--- src/rtl/aes_block_packer.sv ---
// Byte-stream packer for aescipher: assembles 128-bit big-endian blocks, applies
// PKCS#7 padding at message end and queues finished blocks in a small FIFO.
module aes_block_packer #(
   parameter int DEPTH = 2
) (
   input  logic         clk,
   input  logic         rst,
   input  logic [7:0]   in_byte,
   input  logic         in_valid,
   input  logic         in_last,
   output logic         in_ready,
   output logic [127:0] blk_data,
   output logic         blk_valid,
   input  logic         blk_ready,
   output logic         blk_pad,
   output logic         blk_last
);
   localparam int PW = $clog2(DEPTH);
   localparam int CW = $clog2(DEPTH + 1);

   typedef enum logic [0:0] {COLLECT = 1'b0, PADBLK = 1'b1} state_t;

   state_t          state_r, state_n;
   logic [3:0]      idx_r, idx_n;
   logic [127:0]    asm_r, asm_n;
   logic [127:0]    mem_data_r [DEPTH];
   logic            mem_pad_r  [DEPTH];
   logic            mem_last_r [DEPTH];
   logic [PW-1:0]   wr_ptr_r, wr_ptr_n, rd_ptr_r, rd_ptr_n;
   logic [CW-1:0]   count_r, count_n;
   logic            in_ready_r, in_ready_n;
   logic            blk_valid_r, blk_valid_n;
   logic [127:0]    blk_data_r, blk_data_n;
   logic            blk_pad_r, blk_pad_n;
   logic            blk_last_r, blk_last_n;

   logic            accept_s, pop_s, push_s, push_pad_s, push_last_s;
   logic [127:0]    push_data_s, merged_s, padded_s;
   logic [7:0]      pad_val_s;

   assign in_ready  = in_ready_r;
   assign blk_valid = blk_valid_r;
   assign blk_data  = blk_data_r;
   assign blk_pad   = blk_pad_r;
   assign blk_last  = blk_last_r;

   // Next-state: byte assembly, padding, push/pop bookkeeping and next head entry.
   always_comb begin
      accept_s  = in_valid && in_ready_r;
      pop_s     = blk_valid_r && blk_ready;
      pad_val_s = 8'd15 - {4'd0, idx_r};
      merged_s  = asm_r;
      padded_s  = asm_r;
      // Bytes past the current index become the pad value when the message ends here.
      for (int j = 0; j < 16; j++) begin
         merged_s[127-8*j -: 8] = (4'(j) == idx_r) ? in_byte : asm_r[127-8*j -: 8];
         padded_s[127-8*j -: 8] = (4'(j) == idx_r) ? in_byte :
                                  (4'(j) >  idx_r) ? pad_val_s : asm_r[127-8*j -: 8];
      end
      push_s      = 1'b0;
      push_data_s = 128'd0;
      push_pad_s  = 1'b0;
      push_last_s = 1'b0;
      state_n     = state_r;
      idx_n       = idx_r;
      asm_n       = asm_r;
      case (state_r)
         COLLECT: begin
            if (accept_s) begin
               if (in_last && (idx_r != 4'd15)) begin
                  push_s      = 1'b1;
                  push_data_s = padded_s;
                  push_pad_s  = 1'b1;
                  push_last_s = 1'b1;
                  idx_n       = 4'd0;
                  asm_n       = 128'd0;
               end else if (idx_r == 4'd15) begin
                  push_s      = 1'b1;
                  push_data_s = merged_s;
                  idx_n       = 4'd0;
                  asm_n       = 128'd0;
                  state_n     = in_last ? PADBLK : COLLECT;
               end else begin
                  asm_n = merged_s;
                  idx_n = idx_r + 4'd1;
               end
            end else begin
               state_n = COLLECT;
            end
         end
         PADBLK: begin
            if (count_r < CW'(DEPTH)) begin
               push_s      = 1'b1;
               push_data_s = {16{8'h10}};
               push_pad_s  = 1'b1;
               push_last_s = 1'b1;
               state_n     = COLLECT;
            end else begin
               state_n = PADBLK;
            end
         end
         default: begin
            state_n = COLLECT;
            idx_n   = 4'd0;
            asm_n   = 128'd0;
         end
      endcase

      count_n  = count_r + CW'(push_s) - CW'(pop_s);
      wr_ptr_n = wr_ptr_r + PW'(push_s);
      rd_ptr_n = rd_ptr_r + PW'(pop_s);

      // When nothing older survives this cycle, the block being pushed becomes the head.
      if (count_n == CW'(0)) begin
         blk_valid_n = 1'b0;
         blk_data_n  = 128'd0;
         blk_pad_n   = 1'b0;
         blk_last_n  = 1'b0;
      end else if (push_s && (count_r == CW'(pop_s))) begin
         blk_valid_n = 1'b1;
         blk_data_n  = push_data_s;
         blk_pad_n   = push_pad_s;
         blk_last_n  = push_last_s;
      end else begin
         blk_valid_n = 1'b1;
         blk_data_n  = mem_data_r[rd_ptr_n];
         blk_pad_n   = mem_pad_r[rd_ptr_n];
         blk_last_n  = mem_last_r[rd_ptr_n];
      end
      in_ready_n = (state_n == COLLECT) && (count_n < CW'(DEPTH));
   end

   // State, FIFO storage and registered output head.
   always_ff @(posedge clk or posedge rst) begin
      if (rst) begin
         state_r     <= COLLECT;
         idx_r       <= 4'd0;
         asm_r       <= 128'd0;
         wr_ptr_r    <= '0;
         rd_ptr_r    <= '0;
         count_r     <= '0;
         in_ready_r  <= 1'b1;
         blk_valid_r <= 1'b0;
         blk_data_r  <= 128'd0;
         blk_pad_r   <= 1'b0;
         blk_last_r  <= 1'b0;
         for (int i = 0; i < DEPTH; i++) begin
            mem_data_r[i] <= 128'd0;
            mem_pad_r[i]  <= 1'b0;
            mem_last_r[i] <= 1'b0;
         end
      end else begin
         state_r     <= state_n;
         idx_r       <= idx_n;
         asm_r       <= asm_n;
         wr_ptr_r    <= wr_ptr_n;
         rd_ptr_r    <= rd_ptr_n;
         count_r     <= count_n;
         in_ready_r  <= in_ready_n;
         blk_valid_r <= blk_valid_n;
         blk_data_r  <= blk_data_n;
         blk_pad_r   <= blk_pad_n;
         blk_last_r  <= blk_last_n;
         if (push_s) begin
            mem_data_r[wr_ptr_r] <= push_data_s;
            mem_pad_r[wr_ptr_r]  <= push_pad_s;
            mem_last_r[wr_ptr_r] <= push_last_s;
         end
      end
   end
endmodule

--- config.mk ---
export PLATFORM = sky130hd
export DESIGN_NAME = aes_block_packer
export DESIGN_NICKNAME = d
export VERILOG_FILES = /design/src/rtl/aes_block_packer.sv
export SDC_FILE = /design/constraint.sdc
export NUM_CORES = 1
export LEC_CHECK = 0
export ABC_AREA = 1
export BUFFER_PORTS_ARGS = -buffer_cell sky130_fd_sc_hd__buf_2
export CAP_MARGIN = 30
export CORE_UTILIZATION = 49
export CTS_CLUSTER_SIZE = 16
export DETAILED_ROUTE_END_ITERATION = 8
export PLACE_DENSITY = 0.72
export SYNTH_ARGS = -nofsm -noshare
export SYNTH_HDL_FRONTEND = slang
export SYNTH_SLANG_ARGS = --single-unit
--- constraint.sdc ---
create_clock -name clk -period 19.9 [get_ports clk]
set_clock_uncertainty 0.2 [all_clocks]
set_input_delay 0.995 -clock clk [delete_from_list [all_inputs] [get_ports clk]]
set_output_delay 0.995 -clock clk [all_outputs]
set_load 0.01 [all_outputs]
==> flow_metrics.py <==
metrics = {
    "logic_synthesis": {
        "ys_types": 32,
        "yosys.area.top_type": "dfrtp_1",
        "synth_compound_area_share_pct": 14.1,
        "netlist_instances": 3210,
        "synth_xor_area_share_pct": 0.0356,
        "avgSynthCellArea_um2": 7.65,
        "synthSimpleGateAreaFrac_pct": 25.0,
        "synth_seq_area_share_pct": 52.8,
        "syn_nets": 3230,
        "synth.top_cell.area_share_pct": 52.7,
        "synth_seq_cells": 518,
        "synthTopCellsByArea": "dfrtp_1 53%, nand2_1 19%, o21ai_0 9.0%, inv_1 4.1%, nand3_1 3.3%",
        "synthAdderAreaFrac_pct": 0.356,
        "syn_area_um2": 24600,
        "synthMuxAreaShare_pct": 0,
        "yosys_warnings": 0,
        "synth_top_family_by_area": "simple AND/OR/NAND/NOR gates",
    },
    "worst_hold_path": {
        "hold_path_class": "in2async",
    },
    "global_routing": {
        "grt-ovfl-total": 0,
        "track_usage_pct": 29.5,
        "grt_max_degree": 131,
        "grt_pass1_wl_mm": 118,
        "grt_pass1_vias": 21200,
        "antenna_found_initial": 2,
    },
    "clock_network": {
        "insertion_delay_ns": 0.63,
        "post_cts_buffers": 0,
        "holdBufCountCts": 0,
        "path_clk_slew_ns": 0.06,
        "cts_root_buf": "clkbuf_16",
        "tritoncts": "yes",
        "cts_buffer_depth": 3,
        "cts_resized": 0,
        "htree_num_levels": 2,
        "cts_buffers": 56,
        "numClockSinks": 518,
    },
    "power": {
        "p_comb_share_pct": 32.0,
        "p_leak_nw": 14.0,
        "vdd_ir_drop_max_mv": 0.0734,
        "finalPower_mw": 3.69,
        "p_seq_share_pct": 38.9,
        "pwr-share-clk_pct": 29.1,
        "swShare_pct": 38.1,
        "power_per_cell_area_nw_per_um2": 133,
        "power.internal_mw": 2.28,
        "netSwitchingPower_mw": 1.40,
    },
    "status": {
        "outcome": "finished clean",
    },
    "die": {
        "initial_core_util_pct": 50.0,
        "die_x_um": 226,
        "die_y_um": 226,
        "ios": 145,
        "placementRows": 81,
        "core_area_um2": 49200,
        "dieArea_um2": 51000,
    },
    "timing": {
        "max_slew_margin_pct": 30.6,
        "fin_hold_ws_ns": 0.136,
        "worstMarginPinSlew_ns": 1.04,
        "tns_ns": 0,
        "period_minus_slack_ns": 5.47,
        "max_freq_mhz": 183,
        "slew_violations": 0,
        "finalSetupViolCount": 0,
        "rsz0062_at_grt": "false",
        "finalCritPeriodShare_pct": 27.5,
        "hold_viol_final": 0,
        "timing.final.ws_setup_ns": 14.43,
    },
    "place": {
        "dpl_cell_area_um2": 25600,
        "place.port_buffers": 144,
        "gp_congestion": 0.964,
        "hpwl_mm": 46.5,
        "dp.cells": 3840,
        "dp_slack_ns": 14.58,
    },
    "detailed_routing": {
        "drt-met1-wl_mm": 31.2,
        "vias": 22300,
        "avgRoutedWirePerCell_um": 18.7,
        "wl_met2_mm": 33.3,
        "drt-total-wl_mm": 74.0,
        "avgViaCountPerCell": 5.66,
        "top_layer_used": "met5",
        "firstDrtPassIters": 8,
        "drcViolationCount": 0,
        "dr.first_iter.drc_count": 2560,
        "dr_wl_met3_mm": 6.85,
        "ant_nets": 0,
    },
    "final_layout": {
        "fillerInstances": 4418,
        "final-seq-area_um2": 13000,
        "multiInputGateArea_um2": 9780,
        "final_cells": 3947,
        "drive_above_1_share_pct": 8.99,
        "final_util_pct": 56.4,
        "area_growth_pct": 12.8,
        "nets": 3261,
        "fin_area_um2": 27700,
    },
    "run": {
        "timing.max_cap.violations": 0,
    },
    "critical_path": {
        "critPathKind": "reg2reg",
        "cp-end-kind": "flip-flop",
        "critPathArrivalTime_ns": 5.76,
        "startpoint_type": "flip-flop",
        "crit_fanout": 46,
        "cp.required_ns": 20.20,
    },
}
layout make-up:
type | instances | share of cell area [%]
Clock inverter | 16 | 0.659
Tap cell | 664 | 3.00
Timing Repair Buffer | 181 | 4.40
Clock buffer | 83 | 6.19
Inverter | 271 | 3.71
Multi-Input combinational cell | 2213 | 35.3
Sequential cell | 518 | 46.8
Antenna cell | 1 | 0.00903
registers in the layout (all words and copies together) (netlist names):
signal	flops
asm_r	120
blk_data	128
blk_last	1
blk_valid	1
count_r	2
idx_r	4
in_ready	1
mem_data_r	256
mem_pad_r	2
rd_ptr_r	1
state_r	1
wr_ptr_r	1
cell usage in the layout (no fill, tap or decap), types with 9 or more instances in the layout:
cell type	netlist	final
a22o_1	10	10
a31oi_1	14	14
buf_2	43	144
clkbuf_16	0	58
nor2_1	144	143
o22ai_1	71	71
nand4_1	25	25
o21ai_0	441	441
dfrtp_1	517	517
a21oi_1	74	74
nand3_1	161	160
nand2_1	1216	1213
clkbuf_8	0	17
o211ai_1	26	26
inv_1	266	263
clkinv_2	0	9
buf_16	0	10
buf_4	10	24
worst paths after layout:
| kind | to | startpoint | slack, ns | cells past startpoint |
|---|---|---|---|---|
| min | blk_data[104]$_DFF_PP0_ | rst | 0.14 | 2 |
| max reg2reg | blk_data[39]$_DFF_PP0_ | idx_r[1]$_DFFE_PP0P_ | 14.43 | 16 |
| min reg2reg | mem_data_r[165]$_DFFE_PP0P_ | mem_data_r[165]$_DFFE_PP0P_ | 0.28 | 2 |
| max in group asynchronous | in_ready$_DFF_PP1_ | rst | 17.74 | 5 |
| min in group clk | mem_data_r[165]$_DFFE_PP0P_ | mem_data_r[165]$_DFFE_PP0P_ | 0.28 | 2 |
| max | blk_data[39]$_DFF_PP0_ | idx_r[1]$_DFFE_PP0P_ | 14.43 | 16 |
synthesized netlist by cell type:
library cell	count
a21oi_1	74
nand2_2	2
a21oi_4	1
buf_2	43
a41oi_1	1
and2_1	1
inv_2	2
dfstp_2	1
xor2_1	1
clkinv_1	3
nor3_1	4
nand4_1	25
or2_2	4
nand2_1	1216
o211ai_1	26
inv_1	266
dfrtp_1	517
nand3_1	161
o21ai_1	1
nor2_2	1
a21o_1	5
o22ai_1	71
nor2_1	144
clkbuf_1	138
o21ai_0	441
buf_4	10
buf_1	17
nand3b_2	1
o21bai_1	2
a31oi_1	14
ha_1	7
a22o_1	10
kinds of logic after synthesis:
logic type,Yosys count
xor+xnor,1
compound gates,646
fa+ha+maj,7
flops,518
simple gates,1559
buf+inv,479
power by group through the flow:
stage / combinational, mW / sequential, mW / clock [mW]
floorplan: 0.780 / 1.45 / 0
global placement: 1.11 / 1.44 / 0
detailed placement: 1.16 / 1.45 / 0
CTS: 1.16 / 1.43 / 1.08
global route: 1.32 / 1.46 / 1.13
finish: 1.18 / 1.43 / 1.07
routing by layer:
layer	GRT usage, %	vias up
met5	0	-
met2	45.1	1091
met3	5.44	184
met4	11.9	2
li1	-	10300
met1	41.5	10700
critical path: stages, from the launching register on:
cell	delay [ns]
dfrtp_1	0.71
ha_1	0.38
nand3_1	0.44
nand2_2	0.69
nand2_1	0.10
buf_4	0.30
nand2_1	0.27
nand2_1	0.08
nand2_1	0.07
ha_1	0.16
xor2_1	0.20
inv_1	0.06
nand4_1	0.13
nand3b_4	0.49
inv_2	0.68
buf_12	0.27
a21oi_1	0.06
No activity file was read; power rests on OpenSTA's default activity.
